`src/rtl/bm_crc_unit.sv`:
```
`default_nettype none
// ============================================================================
// Module      : bm_crc_unit
// Description : Bit-serial CRC32 / CRC32C unit. Each accepted request
//               processes the operand for 8, 16, 32 or 64 reflected-CRC
//               iterations, one iteration per clock. The result is held
//               until the consumer takes it or a flush discards it.
// Ports       : clk_i             - clock, all state on the rising edge
//               rst_ni            - asynchronous active-low reset
//               flush_i           - abort any in-flight operation
//               valid_i / ready_o - request handshake (ready only in IDLE)
//               operation_i       - function code; [1:0] size, [2] CRC32C
//               operand_a_i       - rs1 value
//               trans_id_i        - request transaction ID
//               result_o          - CRC result
//               result_valid_o    - result_o / result_trans_id_o valid
//               result_trans_id_o - ID of the returned result
//               result_ready_i    - consumer takes the result this cycle
// Revision    : 1.0 - initial release
// ============================================================================
module bm_crc_unit #(
    parameter int XLEN          = 64,
    parameter int TRANS_ID_BITS = 3,
    localparam int BM_FUNC_NBITS = 9
) (
    input  logic                     clk_i,
    input  logic                     rst_ni,
    input  logic                     flush_i,
    input  logic                     valid_i,
    output logic                     ready_o,
    input  logic [BM_FUNC_NBITS-1:0] operation_i,
    input  logic [XLEN-1:0]          operand_a_i,
    input  logic [TRANS_ID_BITS-1:0] trans_id_i,
    output logic [XLEN-1:0]          result_o,
    output logic                     result_valid_o,
    output logic [TRANS_ID_BITS-1:0] result_trans_id_o,
    input  logic                     result_ready_i
);

    localparam logic [31:0] CRC32_POLY  = 32'hEDB88320;
    localparam logic [31:0] CRC32C_POLY = 32'h82F63B78;

    typedef enum logic [1:0] {
        IDLE = 2'd0,
        BUSY = 2'd1,
        DONE = 2'd2
    } state_e;

    state_e                   state_q, state_d;
    logic [6:0]               cnt_q, cnt_d;
    logic [XLEN-1:0]          x_q, x_d;
    logic [TRANS_ID_BITS-1:0] id_q, id_d;
    logic                     sel_q, sel_d;

    logic [XLEN-1:0]          poly_ext;
    logic [6:0]               iter_count;

    // Only the size and polynomial-select bits of the function code matter.
    logic unused_op_bits;
    assign unused_op_bits = ^operation_i[BM_FUNC_NBITS-1:3];

    assign poly_ext = XLEN'(sel_q ? CRC32C_POLY : CRC32_POLY);

    always_comb begin
        iter_count = 7'd8;
        case (operation_i[1:0])
            2'b00:   iter_count = 7'd8;
            2'b01:   iter_count = 7'd16;
            2'b10:   iter_count = 7'd32;
            default: iter_count = 7'd64;
        endcase
    end

    always_ff @(posedge clk_i or negedge rst_ni) begin
        if (!rst_ni) begin
            state_q <= IDLE;
            cnt_q   <= 7'd0;
            x_q     <= '0;
            id_q    <= '0;
            sel_q   <= 1'b0;
        end else begin
            state_q <= state_d;
            cnt_q   <= cnt_d;
            x_q     <= x_d;
            id_q    <= id_d;
            sel_q   <= sel_d;
        end
    end

    always_comb begin
        state_d = state_q;
        cnt_d   = cnt_q;
        x_d     = x_q;
        id_d    = id_q;
        sel_d   = sel_q;
        case (state_q)
            IDLE: begin
                if (valid_i && !flush_i) begin
                    state_d = BUSY;
                    x_d     = operand_a_i;
                    id_d    = trans_id_i;
                    sel_d   = operation_i[2];
                    cnt_d   = iter_count;
                end
            end
            BUSY: begin
                if (flush_i) begin
                    state_d = IDLE;
                end else begin
                    // Reflected CRC step: logical shift right, fold the
                    // polynomial in when the bit shifted out was a one.
                    x_d   = (x_q >> 1) ^ (x_q[0] ? poly_ext : '0);
                    cnt_d = cnt_q - 7'd1;
                    if (cnt_q == 7'd1) begin
                        state_d = DONE;
                    end
                end
            end
            DONE: begin
                // Flush and result consumption both return to IDLE.
                if (flush_i || result_ready_i) begin
                    state_d = IDLE;
                end
            end
            default: state_d = IDLE;
        endcase
    end

    assign ready_o           = (state_q == IDLE);
    assign result_valid_o    = (state_q == DONE);
    assign result_o          = (state_q == DONE) ? x_q  : '0;
    assign result_trans_id_o = (state_q == DONE) ? id_q : '0;

endmodule
`default_nettype wire

```
`config.mk`:
```
export PLATFORM = sky130hd
export DESIGN_NAME = bm_crc_unit
export DESIGN_NICKNAME = d
export VERILOG_FILES = /design/src/rtl/bm_crc_unit.sv
export SDC_FILE = /design/constraint.sdc
export NUM_CORES = 1
export LEC_CHECK = 0
export BUFFER_PORTS_ARGS = -buffer_cell sky130_fd_sc_hd__buf_2
export CAP_MARGIN = 15
export CORE_ASPECT_RATIO = 1.25
export CORE_MARGIN = 2
export CORE_UTILIZATION = 45
export CTS_CLUSTER_DIAMETER = 40
export DETAILED_ROUTE_END_ITERATION = 16
export PLACE_DENSITY = 0.73
export SYNTH_ARGS = -nofsm -noshare
export SYNTH_HDL_FRONTEND = slang
export SYNTH_SLANG_ARGS = --single-unit
```
`constraint.sdc`:
```
create_clock -name clk_i -period 2.7 [get_ports clk_i]
set_input_delay 0.27 -clock clk_i [delete_from_list [all_inputs] [get_ports clk_i]]
set_output_delay 0.27 -clock clk_i [all_outputs]
set_load 0.05 [all_outputs]
```
==> results.json <==
{
  "arrival_ns": 2.12,
  "drc": 0,
  "grtUsageTotal_pct": 21.3,
  "hp-class": "input port to asynchronous set/reset pin",
  "die_w_um": 91.4,
  "post_drt_wl_per_cell_um": 14.2,
  "dp_hpwl_um": 7430,
  "syn2layout_area_growth_pct": 23.5,
  "finalPower_uw": 3890,
  "setup_viol": 0,
  "finalSetupTns_ns": 0,
  "syn_area_per_cell_sq_um": 8.23,
  "crit_type": "register to output port",
  "grt_busiest_layer": "met2",
  "power_leakage_uw": 0.00263,
  "finalCritPeriodShare_pct": 88.6,
  "relSlewSlack_pct": 32.3,
  "die_h_um": 113,
  "drt_iter0_markers": 216,
  "grt_pass1_wl_um": 17800,
  "p_comb_share_pct": 27.6,
  "cap_violations": 0,
  "power.density_mw_per_mm2": 734,
  "first_global_vias": 3853,
  "clkPwrFrac_pct": 28.0,
  "cts.sinks": 77,
  "cts-root-buf": "clkbuf_16",
  "antenna_found_initial": 0,
  "switchingPower_uw": 1320,
  "period_needed_ns": 2.39,
  "die_area_sq_mm": 0.0103,
  "swShare_pct": 33.8,
  "cts_setup_buffers": 0,
  "final_common_cell": "buf_2",
  "fmax_mhz": 418,
  "clock-skew-final_ns": 0.00362,
  "clk_pin_slew_ns": 0.06,
  "place.gp.congestion": 0.819,
  "cts_tree": "yes",
  "ant_nets": 0,
  "nets": 729,
  "synth_cell_types": 36,
  "finish.cell_count_without_fillers": 773,
  "cts_max_level": 3,
  "path_max_fanout": 33,
  "num_io_pins": 150,
  "ir_drop_mv": 0.346,
  "final_max_slew_viol_count": 0,
  "p_int_uw": 2580,
  "grt_max_degree": 78,
  "clock_path_buffers": 2,
  "via_per_inst": 5.14,
  "final_hold_viol_count": 0,
  "grt_overflow": 0,
  "syn_area_sq_mm": 0.00429,
  "clkLatencyLatePin_ns": 0.33,
  "use_met2_pct": 36.9,
  "cts_buffers": 9,
  "mostFrequentLayoutCells": "142 x buf_2, 109 x nand2_1, 77 x dfrtp_1, 71 x nor2_1, 67 x and2_1",
  "critPathCaptureType": "output port",
  "cts_resized": 0,
  "tightest_slew_ns": 1.02,
  "ys_seq_area_share_pct": 44.9,
  "vias": 3976,
  "dp_cells": 758,
  "synth_warnings": 0,
  "layout-drive-gt1-share_pct": 27.2,
  "cts.hold.buffers_added": 0,
  "fillerInstances": 888,
  "rows": 39,
  "rsz0062_at_grt": "no",
  "final_util_pct": 57.5,
  "portBuffers": 143,
  "pwr-share-seq_pct": 44.5,
  "wirelength_um": 10900,
  "critPathLaunchType": "register",
  "diodes": 0,
  "first_pass_iters": 4,
  "required_ns": 2.43,
  "synth-seq-cells": 77,
  "synthCells": 522,
  "status": "completed",
  "use_met3_pct": 3.26,
  "syn_nets": 605,
  "use_met1_pct": 26.8,
  "initial_core_util_pct": 46.6,
  "fp.coreArea_sq_mm": 0.00922
}
-- synthesized netlist by cell type, drive strengths merged --
| cell type | n | share of area (%) |
|---|---|---|
| nand2 | 110 | 9.7 |
| dfrtp | 77 | 45 |
| nor2 | 72 | 6.4 |
| and2 | 67 | 9.8 |
| o21ai | 51 | 6.0 |
| a31oi | 40 | 5.8 |
| buf | 30 | 4.2 |
| xnor2 | 24 | 4.9 |
| a21oi | 14 | 1.6 |
| clkbuf | 9 | 0.79 |
| mux2 | 4 | 1.4 |
| nor2b | 3 | 0.50 |
| ha | 2 | 0.58 |
| inv | 2 | 0.17 |
| nand2b | 2 | 0.29 |
| nor3 | 2 | 0.23 |
| a41oi | 1 | 0.20 |
| and2b | 1 | 0.17 |
| and3b | 1 | 0.20 |
| nand3b | 1 | 0.17 |
| nor3b | 1 | 0.17 |
| nor4 | 1 | 0.15 |
| nor4b | 1 | 0.55 |
| o21a | 1 | 0.17 |
| o21bai | 1 | 0.17 |
| o22a | 1 | 0.20 |
| o32ai | 1 | 0.20 |
| or3 | 1 | 0.15 |
| or4 | 1 | 0.26 |
-- per-stage QoR --
step	instance area, sq um	hold WS (ns)	worst slack (ns)
after floorplan	4290	-0.0256	0.587
after global placement	5040	0.475	0.623
after detailed placement	5040	0.488	0.602
after CTS	5300	0.143	0.251
after global routing	5300	0.165	0.156
final	5300	0.0948	0.308
-- registers in the layout (all words and copies together), names as in the netlist --
signal,cells
state_q,2
sel_q,1
id_q,3
x_q,64
cnt_q,7
-- power groups by stage --
| stage | sequential (uW) | clock, uW | combinational (uW) |
|---|---|---|---|
| final | 1730 | 1090 | 1070 |
| after detailed placement | 1750 | 0 | 1080 |
| after floorplan | 1660 | 0 | 869 |
| after CTS | 1730 | 1110 | 1090 |
| after global routing | 1770 | 1150 | 1220 |
| after global placement | 1730 | 0 | 1050 |
-- cells by family after synthesis --
kind of cell    synth area share (%)
simple gates                    28.6
compound gates                  14.5
flops                           44.9
buf+inv                         5.16
xor+xnor                        4.90
mux                             1.40
fa+ha+maj                      0.583
-- critical path: stages (launching register included) --
cell,delay [ns]
dfrtp_1,0.48
and2b_2,0.57
buf_4,0.30
and2_1,0.15
buf_2,0.26
-- final cells by class --
class | instances | area, sq um | share of cell area [%]
inverters | 2 | 7.51 | 0.142
repair buffers | 152 | 798 | 15.1
clock inverters | 2 | 10.0 | 0.189
clock buffers | 13 | 250 | 4.72
multi-input cells | 404 | 2160 | 40.7
flip-flops and latches | 77 | 1930 | 36.3
well taps | 123 | 154 | 2.90
-- routing by layer --
layer	part of all wire, %	wire, um
met5	0	0
met4	1.7	191
met3	4.5	495
met2	48	5240
met1	46	5010
-- final timing paths --
path	start	cells past startpoint	endpoint	slack, ns
min in group clk_i	operand_a_i[63]	3	x_q[63]	0.15
worst min-delay path	rst_ni	1	x_q[24]	0.09
worst max-delay path	state_q[0]	4	result_o[17]	0.31
worst max register to register	state_q[1]	5	cnt_q[4]	0.83
worst min register to register	x_q[17]	2	x_q[17]	0.51
max in group asynchronous	rst_ni	1	state_q[0]	1.93
Power figures use the tool's default switching activity.
